`config.mk`:
```
export PLATFORM = sky130hd
export DESIGN_NAME = demux_stream_n
export DESIGN_NICKNAME = d
export VERILOG_FILES = /design/src/rtl/demux_pkg.sv /design/src/rtl/demux_out_slot.sv /design/src/rtl/demux_stream_n.sv
export SDC_FILE = /design/constraint.sdc
export NUM_CORES = 1
export LEC_CHECK = 0
export BUFFER_PORTS_ARGS = -buffer_cell sky130_fd_sc_hd__buf_2
export CORE_UTILIZATION = 40
export DETAILED_ROUTE_END_ITERATION = 8
export HOLD_SLACK_MARGIN = 0.1
export MAX_ROUTING_LAYER = met4
export PLACE_DENSITY = 0.72
export SYNTH_ARGS = -nofsm -noshare
export SYNTH_HDL_FRONTEND = slang
export SYNTH_SLANG_ARGS = --single-unit
```
`constraint.sdc`:
```
create_clock -name clk -period 1.5 [get_ports clk]
set_input_delay 0.15 -clock clk [delete_from_list [all_inputs] [get_ports clk]]
set_output_delay 0.15 -clock clk [all_outputs]
set_load 0.01 [all_outputs]
```
`src/rtl/demux_pkg.sv`:
```
// Shared helpers for the stream demux: select-width sizing, mode encoding and the saturating drop counter step.
package demux_pkg;

    localparam logic MODE_UNICAST = 1'b0;
    localparam logic MODE_BCAST   = 1'b1;

    function automatic int clog2(input int n);
        int r;
        r = 0;
        while ((1 << r) < n) r++;
        return r;
    endfunction

    // Next value of a w-bit counter that sticks at all-ones instead of wrapping.
    function automatic logic [31:0] drop_sat(input logic [31:0] cnt, input int w);
        logic [31:0] top;
        top = (w >= 32) ? 32'hFFFF_FFFF : ((32'd1 << w) - 32'd1);
        return (cnt >= top) ? top : cnt + 32'd1;
    endfunction

endpackage

```
`src/rtl/demux_out_slot.sv`:
```
// One-entry valid/ready output register: a loaded beat is visible the edge after load.
// Holds its beat while the consumer stalls; free means it can take a beat at this edge.
module demux_out_slot #(
    parameter int DATA_W = 8
)(
    input  logic              clk,
    input  logic              rst_n,
    input  logic              load,
    input  logic [DATA_W-1:0] d,
    output logic              o_valid,
    input  logic              o_ready,
    output logic [DATA_W-1:0] q,
    output logic              free
);

    assign free = ~o_valid | o_ready;

    // Load wins over drain so a draining slot can refill on the same edge.
    always_ff @(posedge clk) begin
        if (!rst_n) begin
            o_valid <= 1'b0;
            q       <= '0;
        end else if (load) begin
            o_valid <= 1'b1;
            q       <= d;
        end else if (o_ready) begin
            o_valid <= 1'b0;
        end
    end

endmodule

```
`src/rtl/demux_stream_n.sv`:
```
// 1-to-N stream demux with broadcast; each beat lands in a per-channel register one edge after acceptance.
// in_ready follows the addressed slot (all slots on broadcast); out-of-range selects are accepted and dropped.
module demux_stream_n
    import demux_pkg::*;
#(
    parameter int DATA_W = 8,
    parameter int N_OUT  = 4,
    parameter int SEL_W  = clog2(N_OUT),
    parameter int CNT_W  = 8
)(
    input  logic                    clk,
    input  logic                    rst_n,
    input  logic                    in_valid,
    output logic                    in_ready,
    input  logic [DATA_W-1:0]       in_data,
    input  logic [SEL_W-1:0]        in_sel,
    input  logic                    in_bcast,
    output logic [N_OUT-1:0]        out_valid,
    input  logic [N_OUT-1:0]        out_ready,
    output logic [N_OUT*DATA_W-1:0] out_data,
    output logic                    err_drop,
    output logic [CNT_W-1:0]        drop_cnt
);

    localparam int SEL_N = 1 << SEL_W;

    logic [N_OUT-1:0] free;
    logic [N_OUT-1:0] load;
    logic [SEL_N-1:0] free_pad;
    logic             sel_ok;
    logic             rdy_raw;
    logic             fire;
    logic             drop;

    // Padding lets every encodable select index the free vector safely.
    assign free_pad = SEL_N'(free);
    assign sel_ok   = (32'(in_sel) < N_OUT);

    always_comb begin
        rdy_raw = 1'b0;
        if (in_bcast == MODE_BCAST)
            rdy_raw = &free;
        else if (!sel_ok)
            rdy_raw = 1'b1;
        else
            rdy_raw = free_pad[in_sel];
    end

    assign in_ready = rst_n & rdy_raw;
    assign fire     = in_valid & in_ready;
    assign drop     = fire & (in_bcast == MODE_UNICAST) & ~sel_ok;

    always_comb begin
        load = '0;
        for (int i = 0; i < N_OUT; i++)
            load[i] = fire & ((in_bcast == MODE_BCAST) | (32'(in_sel) == i));
    end

    always_ff @(posedge clk) begin
        if (!rst_n) begin
            err_drop <= 1'b0;
            drop_cnt <= '0;
        end else begin
            err_drop <= drop;
            if (drop)
                drop_cnt <= CNT_W'(drop_sat(32'(drop_cnt), CNT_W));
        end
    end

    for (genvar g = 0; g < N_OUT; g++) begin : g_slot
        demux_out_slot #(.DATA_W(DATA_W)) u_slot (
            .clk     (clk),
            .rst_n   (rst_n),
            .load    (load[g]),
            .d       (in_data),
            .o_valid (out_valid[g]),
            .o_ready (out_ready[g]),
            .q       (out_data[g*DATA_W +: DATA_W]),
            .free    (free[g])
        );
    end

endmodule

```
==> impl_summary.md <==
Synth
The count of cell types in the netlist is 19. The cell count after synthesis came out at 157. Of the synthesized area, sequential elements account for about 48%.

The average instance in the mapped netlist occupies about 9.6 um^2. The number of warnings issued by yosys is 0. The post-synthesis cell area is ~1500 um^2.

The synthesis-stage register bit count is 36.

Detailed routing
The detailed router placed between 1,000 and 1,500 vias in this run. After detailed routing, the number of remaining DRC violations is 0. The detail route stage leaves a number of antenna-violating nets equal to 0. The final routed wire length divided by cell count is 12.59 um. For this run, the detailed router's first-pass iteration total came to 4. For this block, the routed nets add up to between 3000 and 4000 um of wire.

In the routed layout, each cell is associated on average with a via count of around 4.7. The initial DRC count is 32.

Floorplan
The overall die area is approximately 4000 um^2. In this run the horizontal extent of the chip is about 63 um. The total area inside the core boundary comes to ~3500 um^2. The initial core utilization is ~44%. Row generation in the floorplan step produced 21 rows. The vertical die dimension is about 63 um. For this design the top-level I/O count stands at 64.

Timing
The portion of the clock cycle consumed by the worst path in the final layout is 100.6%. The final period demand of the worst path is around 1.5 ns. Setup violations remaining at the end of the flow were counted as 1. The number of hold violations in the final report came to 0. Across all setup checks in the final design, the least slack found is -0.008741 ns. Setup repair after global routing could not meet its margin everywhere. The setup TNS after final layout is -0.008741 ns.

The clock skew is about 0.0035 ns. The number of pins exceeding their max-slew limit in the final report is 0. Timing would allow up to ~660 MHz.

Clocking
The number of buffers on the longest clock path is 2. The total clock sinks is 36. The TritonCTS clock tree is built. After clock tree synthesis, the clock-pin slew on the worst setup and hold paths is approximately 0.07 ns.

The clock tree synthesis step divided the H-tree into 2 levels. Clock tree synthesis selected as its root buffer the cell clkbuf_8. The number of clock buffers inserted by TritonCTS is 5. The clock latency of the later-clocked register in the worst-skew pair is 0.28 ns.

Placement
Detailed placement ended at an HPWL of 2208 um. Buffers placed on the I/O ports in this run total 54. The standard cell area after detailed placement is 1805 um^2. The routability-driven placement congestion ratio is ~0.78.

Cells and area
Cells with a size suffix above 1 make up just over 40% of the layout. After routing the design area is slightly above 2000 um^2. The final layout net count is approximately 240. The area growth from synthesis to layout is 34.83%. The antenna cell count is 0.

Worst setup path
STA classifies the critical path endpoint as an output pin. The critical path class is reg2out. STA puts the critical path data required time at 1.35 ns. The startpoint type of the worst setup path is a flop. In this run the worst path has a maximum fanout of 4.

The data arrival time at the worst-slack endpoint is roughly 1.4 ns.

Power and ir drop
The cell area power density is 992.5 nW/um^2. Across the VDD grid, the largest voltage drop is ~0.65 mV. Summed over all cells, the static leakage comes to 0.0009277 uW.

Overall power consumption after layout is estimated at 2019 uW.

Global route
The initial antenna violation count is 0. The first global-routing pass estimated ~5300 um of wire. The overall fraction of global-route tracks in use is 17.75%. Summed over all layers, the global routing overflow is 0. The pin count of the biggest net entering global routing is 45. The number of global-route vias before repair is around 1,100.

Hold path
The path category of the worst min-delay check is in2reg.

Outcome
The final reports fail on setup timing. The flow ran to the end, but the final reports show violations.

Job
The total of max-cap violations is 0.
==> Yosys cell counts, drive strengths merged <==
| cell | number | area [um^2] |
|---|---|---|
| o21ai | 4 | 20.01 |
| buf | 18 | 136.4 |
| a21oi | 1 | 5.000 |
| inv | 1 | 3.750 |
| nor2b | 5 | 31.28 |
| nand2 | 43 | 161.4 |
| conb | 1 | 3.750 |
| o21a | 4 | 30.03 |
| nor3 | 3 | 15.01 |
| nor2 | 2 | 7.510 |
| mux2i | 32 | 320.3 |
| o311ai | 1 | 16.27 |
| dfxtp | 36 | 720.7 |
| nor4b | 1 | 15.01 |
| clkbuf | 4 | 15.01 |
| o21bai | 1 | 7.510 |
==> repair_timing <==
action / CTS / global route
setup buffers: 0 / 3
cloned: 0 / 1
gates resized for setup: 14 / 16
pin swaps: 2 / 6
hold buffers: 0 / 0
setup endpoints to repair: 20 / 26
==> cells in the final DEF (no fill, tap or decap) <==
cell type | netlist | routed
buf_2 | 1 | 53
nand2_1 | 43 | 42
dfxtp_1 | 36 | 33
mux2i_1 | 32 | 32
buf_6 | 1 | 10
conb_1 | 1 | 9
clkbuf_8 | 0 | 6
buf_4 | 16 | 5
o21a_1 | 4 | 4
nor2b_1 | 5 | 3
nor3_4 | 0 | 3
dfxtp_2 | 0 | 3
o21ai_2 | 0 | 2
o21ai_0 | 3 | 2
clkbuf_1 | 4 | 2
inv_2 | 0 | 1
a21oi_1 | 1 | 1
nor2b_4 | 0 | 1
o311ai_4 | 0 | 1
nor2b_2 | 0 | 1
o21bai_1 | 1 | 1
nand2_2 | 0 | 1
nor2_4 | 0 | 1
nor4b_4 | 0 | 1
nor2_1 | 2 | 1
==> routing by layer <==
layer / vias up / track usage, % / part of all wire (%)
met5: - / - / 0
met4: 0 / 6.818 / 1.0
met3: 5 / 6.703 / 8.0
met2: 54 / 25.27 / 46
met1: 561 / 22.56 / 45
li1: 616 / - / -
==> registers in the layout, indices dropped and copies added (netlist names) <==
signal / count
g_slot.u_slot.q: 32
g_slot.u_slot.o_valid: 4
==> report_power, final <==
| group | internal, uW | leakage (uW) | switching [uW] |
|---|---|---|---|
| Sequential | 1000 | 0.000294 | 21.7 |
| Clock | 374 | 0.0000455 | 320 |
| Combinational | 138 | 0.000588 | 166 |
==> path summary, 6_finish.rpt <==
check,start,endpoint,slack (ns),cells past startpoint
min,in_data[5],g_slot[3].u_slot.q[5]$_SDFFE_PN0P_,0.20,3
max,g_slot[3].u_slot.o_valid$_SDFFE_PN0P_,in_ready,-0.009,5
max reg2reg,g_slot[1].u_slot.o_valid$_SDFFE_PN0P_,g_slot[2].u_slot.q[1]$_SDFFE_PN0P_,0.02,7
min reg2reg,g_slot[1].u_slot.q[0]$_SDFFE_PN0P_,g_slot[1].u_slot.q[0]$_SDFFE_PN0P_,0.45,2
==> per-stage QoR <==
stage / std cells / hold slack [ns] / setup slack (ns) / utilization (%)
2_1_floorplan: 165 / 0.3579 / 0.1299 / -
3_3_place_gp: 253 / 0.4410 / -0.04262 / 52.06
3_5_place_dp: 253 / 0.4450 / -0.07005 / 52.06
4_1_cts: 261 / 0.1902 / -0.001594 / 56.31
5_1_grt: 265 / 0.1945 / -0.08356 / 58.66
6_report: 265 / 0.1974 / -0.008741 / 58.66
==> worst max-delay path, stage by stage (launching register included) <==
cell,delay (ns)
dfxtp_2,0.33
inv_2,0.05
o311ai_4,0.35
buf_6,0.20
nor2_4,0.04
buf_6,0.11
==> layout make-up <==
| class | count | area [um^2] |
|---|---|---|
| Tap cell | 46 | 57.56 |
| Timing Repair Buffer | 68 | 415.4 |
| Fill cell | 329 | 1434 |
| Sequential cell | 36 | 724.4 |
| Inverter | 1 | 3.754 |
| Multi-Input combinational cell | 106 | 743.2 |
| Clock buffer | 8 | 90.09 |
==> cells by family (layout without fill, tap and decap cells) <==
kind of cell,after synthesis,count (layout),share of synthesized area (%)
compound gates,11,11,5.224
buf+inv,23,77,10.28
flops,36,36,47.76
mux,32,32,21.23
other cells,1,9,0.2485
simple gates,54,54,15.26
No activity file was read; power rests on OpenSTA's default activity.
